File: src/rtl/t09_edge_event_unit.sv
// Multi-channel edge-event unit: per-channel edge pulse, sticky pending flag and saturating counter.
// Define T09_EDGE_SYNC_EN to insert a two-flop input synchroniser per channel (latency 3 edges).
module t09_edge_event_unit #(
   parameter int NCH   = 2,
   parameter int CNT_W = 8
) (
   input  logic                 clk,
   input  logic                 rst,
   input  logic [NCH-1:0]       sig_i,
   input  logic [2*NCH-1:0]     edgeMode,
   input  logic [NCH-1:0]       clrPend,
   input  logic                 clrCnt,
   output logic [NCH-1:0]       pulse,
   output logic [NCH-1:0]       pending,
   output logic [NCH*CNT_W-1:0] count,
   output logic                 anyPending
);

   logic [NCH-1:0]   cur_q, cur_d;
   logic [NCH-1:0]   prev_q, prev_d;
   logic [NCH-1:0]   pending_q, pending_d;
   logic [CNT_W-1:0] count_q [NCH];
   logic [CNT_W-1:0] count_d [NCH];
   logic [NCH-1:0]   evt;

`ifdef T09_EDGE_SYNC_EN
   logic [NCH-1:0] meta_q, meta_d;
   logic [NCH-1:0] sync_q, sync_d;

   always_comb begin
      meta_d = sig_i;
      sync_d = meta_q;
      cur_d  = sync_q;
   end

   always_ff @(posedge clk or posedge rst) begin
      if (rst) begin
         meta_q <= '0;
         sync_q <= '0;
      end else begin
         meta_q <= meta_d;
         sync_q <= sync_d;
      end
   end
`else
   always_comb begin
      cur_d = sig_i;
   end
`endif

   // Mode is applied combinationally, so a mode change affects detection in the same cycle.
   always_comb begin
      prev_d    = cur_q;
      evt       = '0;
      pending_d = pending_q;
      count_d   = count_q;
      for (int unsigned i = 0; i < NCH; i++) begin
         evt[i] = (edgeMode[2*i]   &  cur_q[i] & ~prev_q[i])
                | (edgeMode[2*i+1] & ~cur_q[i] &  prev_q[i]);
         pending_d[i] = evt[i] | (pending_q[i] & ~clrPend[i]);
         if (clrCnt) begin
            count_d[i] = evt[i] ? CNT_W'(1) : '0;
         end else if (evt[i] && (count_q[i] != '1)) begin
            count_d[i] = count_q[i] + CNT_W'(1);
         end
      end
   end

   always_ff @(posedge clk or posedge rst) begin
      if (rst) begin
         cur_q     <= '0;
         prev_q    <= '0;
         pending_q <= '0;
         for (int unsigned i = 0; i < NCH; i++) begin
            count_q[i] <= '0;
         end
      end else begin
         cur_q     <= cur_d;
         prev_q    <= prev_d;
         pending_q <= pending_d;
         count_q   <= count_d;
      end
   end

   always_comb begin
      pulse      = evt;
      pending    = pending_q;
      anyPending = |pending_q;
      count      = '0;
      for (int unsigned i = 0; i < NCH; i++) begin
         count[i*CNT_W +: CNT_W] = count_q[i];
      end
   end

endmodule

File: config.mk
export PLATFORM = sky130hd
export DESIGN_NAME = t09_edge_event_unit
export DESIGN_NICKNAME = d
export VERILOG_FILES = /design/src/rtl/t09_edge_event_unit.sv
export SDC_FILE = /design/constraint.sdc
export NUM_CORES = 1
export LEC_CHECK = 0
export BUFFER_PORTS_ARGS = -buffer_cell sky130_fd_sc_hd__buf_2
export CORE_MARGIN = 5
export CORE_UTILIZATION = 48
export CTS_BUF_LIST = sky130_fd_sc_hd__clkbuf_4 sky130_fd_sc_hd__clkbuf_8
export CTS_CLUSTER_DIAMETER = 30
export DETAILED_ROUTE_END_ITERATION = 10
export PLACE_DENSITY_LB_ADDON = 0.12
export SETUP_SLACK_MARGIN = 0.1
export SYNTH_ARGS = -nofsm -noshare
export SYNTH_HDL_FRONTEND = slang
export SYNTH_SLANG_ARGS = --single-unit
File: constraint.sdc
create_clock -name clk -period 1.4 [get_ports clk]
set_input_delay 0.42 -clock clk [delete_from_list [all_inputs] [get_ports clk]]
set_output_delay 0.42 -clock clk [all_outputs]
set_load 0.02 [all_outputs]
==> metrics.md, run 1 <==
| Metric | Value |
|---|---|
| Status | stopped before the end |
| Last stage reached | global routing |
| Tool error | [ERROR DPL-0038] Utilization greater than 100%, impossible to legalize |
| CTS Sinks | 22 |
| Cell Rows | 18 |
| Sequential fraction of the synthesis area | 0.4661 |
| #FFs+latches synth | 22 |
| Top cells by area, synth | dfrtp_1 47%, a211oi_1 3.8%, nand3b_4 3.4%, nand2_1 3.2%, nand3_1 3.0% |
| I/O pins | 32 |
| Routability congestion estimate | 0.8818 |
| Placed Area | 1669 µm² |
| Worst EP post-GRT repair | pulse[1] |
| Total number of H-tree levels | 1 |
| Syn_nets | 131 |
| Post-synth top flop | dfrtp_1 |
| Hpwl dp | 2269 µm |
| DIE WIDTH | a little under 60 µm |
| Pin count of the biggest net entering global routing | 14 |
| Number of buffers created by CTS | 3 |
| Top cell type by total area after synthesis | dfrtp_1 |
| Post-synth EDFFs | 0 |
| CTS root buffer | clkbuf_4 |
| Cell Area, Synth | 1181 µm² |
| Commonest cells post-synth | 22 x dfrtp_1, 10 x nand2_1, 9 x nor2_1, 7 x inv_1, 7 x nand3_1 |
| Unique masters post-synth | 39 |
| Initial Util | 0.4901 |
| Syn Inst Count | 118 |
| Port-buffer cells | 31 |
| Cts hold-fix bufs | 0 |
| Area fraction of the dominant cell type after synthesis | 0.4661 |
| Most instantiated library cell after synthesis | dfrtp_1 |
| Die Height | 59.61 µm |
| Worst endpoint pin kind | primary output |
| YS warnings | 0 |
| Synth async-reset ratio | 1.000 |
| Max Buffers Root-to-Sink | 2 |
| Synth Area per Inst | 10.01 µm² |
-- repair_timing --
action,CTS
endpoints found under the setup margin,35
pin swaps,10
gates resized for setup,69
setup buffers,23
-- logic make-up after synthesis --
| logic type | count (synthesis) | share of synthesized area |
|---|---|---|
| simple gates | 54 | 0.2765 |
| flops | 22 | 0.4661 |
| buf+inv | 10 | 0.04132 |
| mux | 2 | 0.01801 |
| fa+ha+maj | 2 | 0.02118 |
| compound gates | 27 | 0.1695 |
| xor+xnor | 1 | 0.007417 |
-- per-stage QoR --
stage | util | TNS (ns) | worst slack, ns | cells
after floorplan | - | -0.1333 | -0.05849 | 118
after global placement | 0.6926 | -0.5723 | -0.1017 | 207
after detailed placement | 0.6926 | -1.010 | -0.1690 | 207
after CTS | 0.8879 | -1.692 | -0.2753 | 234
==> run 2: changes to the inputs <==
==> config.mk (replaced) <==
export PLATFORM = sky130hd
export DESIGN_NAME = t09_edge_event_unit
export DESIGN_NICKNAME = d
export VERILOG_FILES = /design/src/rtl/t09_edge_event_unit.sv
export SDC_FILE = /design/constraint.sdc
export NUM_CORES = 1
export LEC_CHECK = 0
export BUFFER_PORTS_ARGS = -buffer_cell sky130_fd_sc_hd__buf_2
export CORE_AREA = 5 5 66 68
export DETAILED_ROUTE_END_ITERATION = 10
export DIE_AREA = 0 0 71 73
export PLACE_DENSITY_LB_ADDON = 0.15
export SYNTH_ARGS = -nofsm -noshare
export SYNTH_HDL_FRONTEND = slang
export SYNTH_SLANG_ARGS = --single-unit
==> constraint.sdc (replaced) <==
create_clock -name clk -period 1.8 [get_ports clk]
set_input_delay 0.54 -clock clk [delete_from_list [all_inputs] [get_ports clk]]
set_output_delay 0.54 -clock clk [all_outputs]
set_load 0.02 [all_outputs]
==> run 2 against run 1 <==
  * The flow now finishes without violations
  * Area after synthesis is the same
  * Synthesized cell count is the same
==> metrics.md, run 2 <==
| Metric | Value |
|---|---|
| Max Buffers Root-to-Sink | 2 (unchanged) |
| Layout Cells excl Fill | 212 |
| Die area | 5183 µm² |
| Vias per cell | between 4 and 5 |
| Vias | 1,045 |
| Die Height | 73 µm (+22%) |
| Commonest cells post-synth | 22 x dfrtp_1, 10 x nand2_1, 9 x nor2_1, 7 x inv_1, 7 x nand3_1 |
| Initial Util | 0.3109 (-0.1792) |
| Slew HR | 0.7616 |
| Most instantiated library cell after synthesis | dfrtp_1 |
| Post-synth top flop | dfrtp_1 |
| Insertion delay to the later sink of the worst-skew pair | 0.26 ns |
| Post-synth EDFFs | 0 (unchanged) |
| Worst-path clk slew | roughly 0.080 ns |
| Area grow syn2layout | 30.30% |
| Type of origin of the critical path | register |
| Initial antenna violation count | 0 |
| DIE WIDTH | 71 µm (+19%) |
| Final worst path period share | 0.9616 |
| Cells on worst reg2reg path | 5 |
| Cts hold-fix bufs | 0 (unchanged) |
| Top cells by area, synth | dfrtp_1 47%, a211oi_1 3.8%, nand3b_4 3.4%, nand2_1 3.2%, nand3_1 3.0% |
| Syn Inst Count | 118 (unchanged) |
| Post-route minimum period | 1.731 ns |
| Critical path arrival | 1.19 ns |
| Hpwl dp | 2123 µm (-6.4%) |
| Clock Power Share | 0.337 |
| Global-route wire length before repair | about 4700 µm |
| Inserted Diodes | 0 |
| Sequential fraction of the synthesis area | 0.4661 (unchanged) |
| Pin count of the biggest net entering global routing | 23 |
| #FFs+latches synth | 22 (unchanged) |
| Fill cells | between 400 and 500 |
| Crit end category | primary output |
| Worst reg2reg path endpoint | count[5] |
| DR iter-0 viols | 37 |
| Cell Area, Synth | 1181 µm² (unchanged) |
| Max reg flops | 16 |
| Skew final | 0.002237 ns |
| Dpl ws | 0.1094 ns (+0.2785 ns) |
| Hold Vio Cnt, Final | 0 |
| Worst r2r src | prev_q[0] |
| Seq pwr share | 0.513 |
| GRT Util Overall | 0.1133 |
| CTS root buffer | clkbuf_8 |
| CTS Sinks | 22 (unchanged) |
| Placed Area | 1444 µm² (-13%) |
| Final Util | 0.4051 |
| Achievable clock frequency | 577.7 MHz |
| Layout cell share with drive strength beyond 1 | 0.3519 |
| GR Util met2 | 0.1957 |
| I/O pins | 32 (unchanged) |
| CTS tree | yes |
| Most used routing layer | met2 |
| Port-buffer cells | 31 (unchanged) |
| Power per standard cell area | roughly 670 nW/µm² |
| Final ANT Viol Nets | 0 |
| Placed cells | 205 (-0.97%) |
| Final worst-path setup slack | slightly below 0.07 ns |
| Synth async-reset ratio | 1.000 (unchanged) |
| Grt met3 use | 0.03030 |
| Total grt overflow | 0 |
| Leakage | 0.7478 nW |
| Cell Rows | 23 (+5) |
| Unique masters post-synth | 39 (unchanged) |
| Worst VDD drop | 0.0002904 V |
| Int Power | 0.7746 mW |
| Vias in the first global route | 1,020 |
| Worst Hold Class | in -> async |
| Fin nets | about 180 |
| Most frequent cells in the layout | 29 x buf_2, 22 x dfrtp_1, 12 x buf_4, 10 x nand2_1, 9 x nor2_1 |
| WL/cell | 13.00 µm |
| Status | complete, no violations |
| Setup CP Type | reg -> out |
| CORE AREA | between 3000 and 4000 µm² |
| YS warnings | 0 (unchanged) |
| Switching fraction of total power | 0.2539 |
| R2R setup slack | 0.14 ns |
| Area fraction of the dominant cell type after synthesis | 0.4661 (unchanged) |
| RSZ-0062 raised after global routing | false |
| Number of buffers created by CTS | 3 (unchanged) |
| Final Cell Area | ~1500 µm² |
| DRC | 0 |
| Synth Area per Inst | 10.01 µm² (unchanged) |
| Most common cell after layout, fill and taps aside | buf_2 |
| Max-cap violations | 0 |
| Final setup TNS | 0 ns |
| GRT met1 Usage | 0.1344 |
| Syn_nets | 131 (unchanged) |
| Routability congestion estimate | 0.7986 (-9.4%) |
| Pins Over Slew Limit | 0 |
| DRT Wirelength | 2756 µm |
| Comb power frac | 0.150 |
| Worst-path maximum fanout | 5 |
| TritonRoute pass-1 iters | 3 |
| Total number of H-tree levels | 1 (unchanged) |
| Top cell type by total area after synthesis | dfrtp_1 |
| Worst path required time | 1.26 ns |
| Finish-stage setup viols | 0 |
| Tightest Pin Transition | around 0.36 ns |
| Net switching power | 0.2636 mW |
-- run 2: logic make-up (layout without fill, tap and decap cells) --
kind of cell,after synthesis,after routing,synth area share
multiplexers,2,2,0.01801
adder cells (fa/ha/maj),2,2,0.02118
buffers and inverters,10,54,0.04132
AO/OA/AOI/OAI,27,27,0.1695
flip-flops,22,22,0.4661
AND/OR/NAND/NOR,54,54,0.2765
XOR/XNOR,1,1,0.007417
-- run 2: critical path: stages, from the launching register on --
cell      delay (ns)
dfrtp_1         0.41
nand3b_4        0.17
and2_4          0.19
inv_4           0.06
buf_6           0.10
-- run 2: metal layers --
layer	wire, µm	up-vias
li1	-	525
met1	1215	501
met2	1402	17
met3	121	2
met4	17	0
met5	0	-
-- run 2: what timing repair did --
| item | 4_1_cts | 5_1_grt |
|---|---|---|
| buffers inserted | 0 | 3 |
| setup endpoints to repair | 1 | 2 |
| resized for setup | 3 | 5 |
-- run 2: power by group through the flow --
stage | registers (mW) | logic, mW | clock network [mW]
2_1_floorplan | 0.558 | 0.0741 | 0
3_3_place_gp | 0.542 | 0.145 | 0
3_5_place_dp | 0.543 | 0.146 | 0
4_1_cts | 0.533 | 0.149 | 0.376
5_1_grt | 0.537 | 0.174 | 0.392
6_report | 0.533 | 0.156 | 0.350
-- run 2: area by class of cell --
type / instances / area (µm²) / area share
Multi-Input combinational cell: 86 / 584.3 / 0.3797
Sequential cell: 22 / 550.5 / 0.3577
Timing Repair Buffer: 43 / 257.7 / 0.1675
Tap cell: 50 / 62.56 / 0.04065
Clock buffer: 4 / 55.05 / 0.03577
Inverter: 7 / 28.78 / 0.01870
-- run 2: stage by stage --
step / power [mW] / hold slack (ns)
after CTS: 1.058 / 0.3059
after detailed placement: 0.6892 / 0.3873
final: 1.038 / 0.3040
after global routing: 1.103 / 0.3315
after global placement: 0.6864 / 0.3759
after floorplan: 0.6325 / 0.3661
-- run 2: worst max path at each step --
stage                            from  endpoint  slack [ns]  depth (start not counted)
final                       prev_q[0]  pulse[0]        0.07                          4
after global routing         cur_q[0]  pulse[0]       0.001                          4
after CTS                   prev_q[1]  pulse[1]       0.004                          4
after detailed placement  edgeMode[0]  count[5]        0.11                          5
after global placement    edgeMode[0]  pulse[0]        0.13                          5
after floorplan           edgeMode[2]  pulse[1]        0.15                          3
(Power assumes the default switching activity.)
